## config.mk

```make
export PLATFORM = sky130hd
export DESIGN_NAME = pipe_fwd_ctrl
export DESIGN_NICKNAME = d
export VERILOG_FILES = /design/src/rtl/pipe_fwd_ctrl.sv
export SDC_FILE = /design/constraint.sdc
export NUM_CORES = 1
export LEC_CHECK = 0
export BUFFER_PORTS_ARGS = -buffer_cell sky130_fd_sc_hd__buf_2
export CAP_MARGIN = 20
export CORE_AREA = 2 2 52 54
export DETAILED_ROUTE_END_ITERATION = 8
export DIE_AREA = 0 0 54 56
export GPL_ROUTABILITY_DRIVEN = 1
export GPL_TIMING_DRIVEN = 0
export PLACE_DENSITY = 0.76
export SLEW_MARGIN = 20
export SYNTH_ARGS = -nofsm -noshare
export SYNTH_HDL_FRONTEND = slang
export SYNTH_SLANG_ARGS = --single-unit
```

## constraint.sdc

```tcl
create_clock -name clock -period 2.3 [get_ports clock]
set_input_delay 0.23 -clock clock [delete_from_list [all_inputs] [get_ports clock]]
set_output_delay 0.23 -clock clock [all_outputs]
set_load 0.05 [all_outputs]
```

## src/rtl/pipe_fwd_ctrl.sv

```systemverilog
// Decode-stage forwarding/interlock scheduler: tracks EX/MEM destinations, registers
// the ALU operand-source selects for EX, and stalls on load-use and multiply/divide conflicts.
module pipe_fwd_ctrl #(
    parameter int MDU_CYCLES = 32
) (
    input  logic       clock,
    input  logic       reset,
    input  logic [4:0] d_rs,
    input  logic [4:0] d_rt,
    input  logic       d_use_rs,
    input  logic       d_use_rt,
    input  logic       d_shift,
    input  logic       d_aluimm,
    input  logic       d_wreg,
    input  logic       d_m2reg,
    input  logic [4:0] d_rn,
    input  logic       d_jal,
    input  logic       d_mdu,
    input  logic       d_hilo,
    output logic [1:0] ea_depen,
    output logic [1:0] eb_depen,
    output logic       stall,
    output logic       mdu_start,
    output logic       mdu_busy
);
    logic [4:0] e_rn_q, e_rn_d, m_rn_q, m_rn_d;
    logic       e_wreg_q, e_wreg_d, e_m2reg_q, e_m2reg_d, m_wreg_q, m_wreg_d;
    logic [5:0] mdu_cnt_q, mdu_cnt_d;
    logic [1:0] ea_depen_q, ea_depen_d, eb_depen_q, eb_depen_d;
    logic       mdu_start_q, mdu_start_d;

    logic [4:0] rn_eff;
    logic       hit_e_rs, hit_e_rt, hit_m_rs, hit_m_rt, lu, mc;

    always_comb begin
        rn_eff   = d_jal ? 5'd31 : d_rn;
        hit_e_rs = e_wreg_q && (e_rn_q == d_rs) && (d_rs != 5'd0);
        hit_e_rt = e_wreg_q && (e_rn_q == d_rt) && (d_rt != 5'd0);
        hit_m_rs = m_wreg_q && (m_rn_q == d_rs) && (d_rs != 5'd0);
        hit_m_rt = m_wreg_q && (m_rn_q == d_rt) && (d_rt != 5'd0);
        lu = e_m2reg_q && ((d_use_rs && !d_shift && hit_e_rs) ||
                           (d_use_rt && !d_aluimm && hit_e_rt));
        mc = mdu_busy && (d_mdu || d_hilo);
    end

    assign stall     = lu || mc;
    assign mdu_busy  = (mdu_cnt_q != 6'd0);
    assign ea_depen  = ea_depen_q;
    assign eb_depen  = eb_depen_q;
    assign mdu_start = mdu_start_q;

    always_comb begin
        // E tracker beats M tracker: the youngest producer supplies the value.
        if (d_shift)                    ea_depen_d = 2'd1;
        else if (d_use_rs && hit_e_rs)  ea_depen_d = 2'd2;
        else if (d_use_rs && hit_m_rs)  ea_depen_d = 2'd3;
        else                            ea_depen_d = 2'd0;
        if (d_aluimm)                   eb_depen_d = 2'd1;
        else if (d_use_rt && hit_e_rt)  eb_depen_d = 2'd2;
        else if (d_use_rt && hit_m_rt)  eb_depen_d = 2'd3;
        else                            eb_depen_d = 2'd0;

        m_rn_d      = e_rn_q;
        m_wreg_d    = e_wreg_q;
        mdu_cnt_d   = (mdu_cnt_q != 6'd0) ? mdu_cnt_q - 6'd1 : mdu_cnt_q;
        e_rn_d      = rn_eff;
        e_wreg_d    = d_wreg;
        e_m2reg_d   = d_m2reg;
        mdu_start_d = d_mdu;

        if (stall) begin
            // Bubble into EX; the counter keeps running so the stall can resolve.
            e_wreg_d    = 1'b0;
            e_m2reg_d   = 1'b0;
            ea_depen_d  = 2'd0;
            eb_depen_d  = 2'd0;
            mdu_start_d = 1'b0;
        end else if (d_mdu) begin
            mdu_cnt_d = 6'(MDU_CYCLES);
        end
    end

    always_ff @(posedge clock or posedge reset) begin
        if (reset) begin
            e_rn_q      <= 5'd0;
            e_wreg_q    <= 1'b0;
            e_m2reg_q   <= 1'b0;
            m_rn_q      <= 5'd0;
            m_wreg_q    <= 1'b0;
            mdu_cnt_q   <= 6'd0;
            ea_depen_q  <= 2'd0;
            eb_depen_q  <= 2'd0;
            mdu_start_q <= 1'b0;
        end else begin
            e_rn_q      <= e_rn_d;
            e_wreg_q    <= e_wreg_d;
            e_m2reg_q   <= e_m2reg_d;
            m_rn_q      <= m_rn_d;
            m_wreg_q    <= m_wreg_d;
            mdu_cnt_q   <= mdu_cnt_d;
            ea_depen_q  <= ea_depen_d;
            eb_depen_q  <= eb_depen_d;
            mdu_start_q <= mdu_start_d;
        end
    end
endmodule

```

==> flow_metrics.py <==
metrics = {
    "status": {
        "outcome": "complete, no violations",
    },
    "pwr": {
        "ir_worst_vdd_uv": 614,
        "power_density_mw_per_mm2": 820,
        "leakage_nw": 0.655,
        "power_w": 0.00124,
    },
    "worst_setup_path": {
        "cp_slowest_cell": "dfrtp_1",
        "cp_slowest_stage_delay_ns": 0.44,
        "worstSetupEndpoint": "stall",
        "path_cells": "xnor2_1 > nand4_1 > nor4_4 > o21ai_2 > nand2_1 > buf_4",
        "crit_fanout": 6,
        "startpoint": "e_rn_q[0]",
        "cp.arrival_ns": 1.98,
        "cp-end-kind": "primary output",
        "r2r_start": "mdu_cnt_q[0]",
        "critPathLaunchType": "register",
        "r2r_cells": 8,
        "regToRegEndpoint": "ea_depen[0]",
        "critPathRequiredTime_ns": 2.07,
        "reg2reg_slack_ns": 0.30,
        "criticalPathCategory": "register to primary output",
    },
    "cts": {
        "cts_buffers": 3,
        "cts-root-buf": "clkbuf_4",
        "cts_sinks": 24,
        "cts_tree": "done",
        "clk_pin_slew_ns": 0.13,
        "htreeDepth": 1,
        "ctsHoldBuffers": 0,
        "clk_path_buf_depth": 2,
        "insertion_delay_ns": 0.30,
    },
    "sta": {
        "relSlewSlack_pct": 41.8,
        "setup_viol": 0,
        "setup_tns_ns": 0,
        "hold_violations": 0,
        "post-route-min-period_ns": 2.21,
        "tightest_slew_ns": 0.872,
        "report.final.slew_viol_count": 0,
        "skew_ns": 0.00416,
        "fmax_mhz": 452,
        "whs_ns": 0.0890,
        "finalCritPeriodShare_pct": 96.1,
    },
    "synthesis": {
        "yosysSeqAreaShare_pct": 49.8,
        "ys_async_sr_fraction_pct": 100,
        "synth_edf_count": 0,
        "synth-adder-area-share_pct": 1.04,
        "synth.distinct_cells": 29,
        "yosysWarnings": 0,
        "synth-compound-area-share_pct": 10.6,
        "synth_area_sq_mm": 0.00120,
        "synth_mux_area_share_pct": 0,
        "ys_ff_latch": 24,
        "synth_top_family_by_area": "simple AND/OR/NAND/NOR gates",
        "netlist_instances": 111,
        "synth_simple_gate_area_share_pct": 20.4,
        "syn_nets": 138,
        "synth_flop_cell": "dfrtp_1",
        "synthXorXnorAreaFrac_pct": 16.0,
        "syn_area_per_cell_sq_um": 10.9,
    },
    "die": {
        "dieArea_sq_mm": 0.00302,
        "die_h_microns": 56,
        "ios": 33,
        "core_sq_mm": 0.00243,
        "row_count": 18,
        "die_w_microns": 54,
        "start_util_pct": 49.5,
    },
    "route": {
        "dr.first_iter.drc_count": 25,
        "vias": 980,
        "routedWlPerCell_microns": 14.0,
        "first_pass_iters": 4,
        "routed_wl_microns": 2550,
        "detail-route-antenna-nets": 0,
        "drc": 0,
        "viasPerCell": 5.38,
    },
    "global_route": {
        "grt_pass1_wl_microns": 4070,
        "antenna_found_initial": 0,
        "grt_overflow_total": 0,
        "grt_pass1_vias": 968,
        "grt_use_total_pct": 18.2,
        "grt_max_degree": 25,
    },
    "placement": {
        "placed_cells": 173,
        "portBuffers": 32,
        "dp_hpwl_microns": 1920,
        "dpl_cell_area_sq_mm": 0.00140,
        "gp_congestion": 0.807,
    },
    "finish": {
        "fin_cells": 182,
        "n_antenna_cell": 0,
        "area_delta_synth_final_pct": 25.8,
        "drive_gt1_share_pct": 39.5,
        "post-route-cell-area_sq_mm": 0.00152,
        "final_nets": 180,
    },
    "run": {
        "drv_cap": 0,
    },
    "hold_path": {
        "min_path_type": "input pin to async pin",
    },
}
[flip-flops by register name (all words and copies together) (netlist names)]
name and count:
mdu_cnt_q 6, e_rn_q 5, m_rn_q 5, ea_depen 2
eb_depen 2, e_m2reg_q 1, e_wreg_q 1, m_wreg_q 1
mdu_start 1
[worst max-delay path, delay by kind of cell (launching register included)]
family | cells | cell delay, ns
flip-flops | 1 | 0.44
XOR/XNOR | 1 | 0.20
AO/OA/AOI/OAI | 1 | 0.15
AND/OR/NAND/NOR | 3 | 0.69
buffers and inverters | 1 | 0.19
[cell families (layout without fill, tap and decap cells)]
logic type                 after synthesis  count (layout)
buffers and inverters                    7              48
adders and majority gates                1               1
DFF                                     24              24
xor gates and xnor gates                22              22
AOI/OAI and AO/OA                       15              15
and+or+nand+nor                         42              42
[synth_stat cells, types with 2 or more instances]
| library cell | count | area share (%) |
|---|---|---|
| dfrtp_1 | 24 | 50 |
| xnor2_1 | 15 | 11 |
| nor2_1 | 9 | 2.8 |
| xor2_1 | 7 | 5.1 |
| inv_1 | 6 | 1.9 |
| nand2_1 | 6 | 1.9 |
| nor3_1 | 6 | 2.5 |
| or2_2 | 5 | 2.6 |
| a21oi_1 | 3 | 1.2 |
| nand4_1 | 3 | 1.6 |
| a2111oi_2 | 2 | 2.5 |
| and3_1 | 2 | 1.0 |
| nand3_1 | 2 | 0.83 |
| nor4_2 | 2 | 2.1 |
| o21ai_0 | 2 | 0.83 |
| o21ai_2 | 2 | 1.5 |
| o31ai_2 | 2 | 2.1 |
| or4_1 | 2 | 1.2 |
[layer usage]
layer / share of wire [%] / wire, microns / vias to the layer above / GRT usage (%)
met4: 0.90 / 23 / 0 / 6.43
met2: 54 / 1370 / 35 / 31.0
met1: 39 / 989 / 474 / 21.8
met5: 0 / 0 / - / 0
li1: - / - / 467 / -
met3: 6.7 / 171 / 4 / 4.03
[layout by cell type (no fill, tap or decap), types with 2 or more instances in the layout]
master / instances
or4_1: 2
or2_2: 5
and3_1: 2
o31ai_2: 2
nand2_1: 6
clkbuf_4: 3
nand3_1: 2
nor3_1: 6
o21ai_2: 3
nand4_1: 3
inv_1: 5
a21oi_1: 3
nor4_4: 2
xor2_1: 7
a2111oi_2: 2
nor2_1: 9
dfrtp_1: 24
buf_2: 31
xnor2_1: 15
inv_2: 2
buf_4: 6
[power breakdown]
part	leakage (nW)	internal [W]	switching [W]
Combinational	0.350	0.000214	0.000241
Clock	0.0210	0.0000965	0.000120
Sequential	0.284	0.000497	0.0000757
Total	0.655	0.000807	0.000436
[what timing repair did]
action | CTS | global route
gates resized for setup | 7 | 2
buffers inserted | 3 | 2
pin swaps | 2 | 2
endpoints found under the setup margin | 2 | 1
[per-stage QoR]
step,util (%),setup slack (ns)
2_1_floorplan,-,0.0655
5_1_grt,62.3,-0.00618
4_1_cts,61.3,0.0184
3_5_place_dp,57.7,0.113
3_3_place_gp,57.7,0.141
6_report,62.3,0.0895
[cell type report]
| cell class | instances | area (sq um) |
|---|---|---|
| fillers | 182 | 917 |
| multi-input cells | 80 | 614 |
| flip-flops and latches | 24 | 601 |
| repair buffers | 37 | 200 |
| well taps | 30 | 37.5 |
| clock buffers | 4 | 36.3 |
| inverters | 7 | 26.3 |
[worst min-delay path by stage]
stage / slack (ns) / end / start
4_1_cts: 0.1 / e_rn_q[1] / d_rn[1]
2_1_floorplan: 0.24 / e_m2reg_q / reset
5_1_grt: 0.09 / e_rn_q[0] / d_rn[0]
6_report: 0.09 / mdu_cnt_q[1] / reset
3_3_place_gp: 0.41 / m_wreg_q / e_wreg_q
3_5_place_dp: 0.41 / m_wreg_q / e_wreg_q
Note: power is estimated with default switching activity, not from simulation.
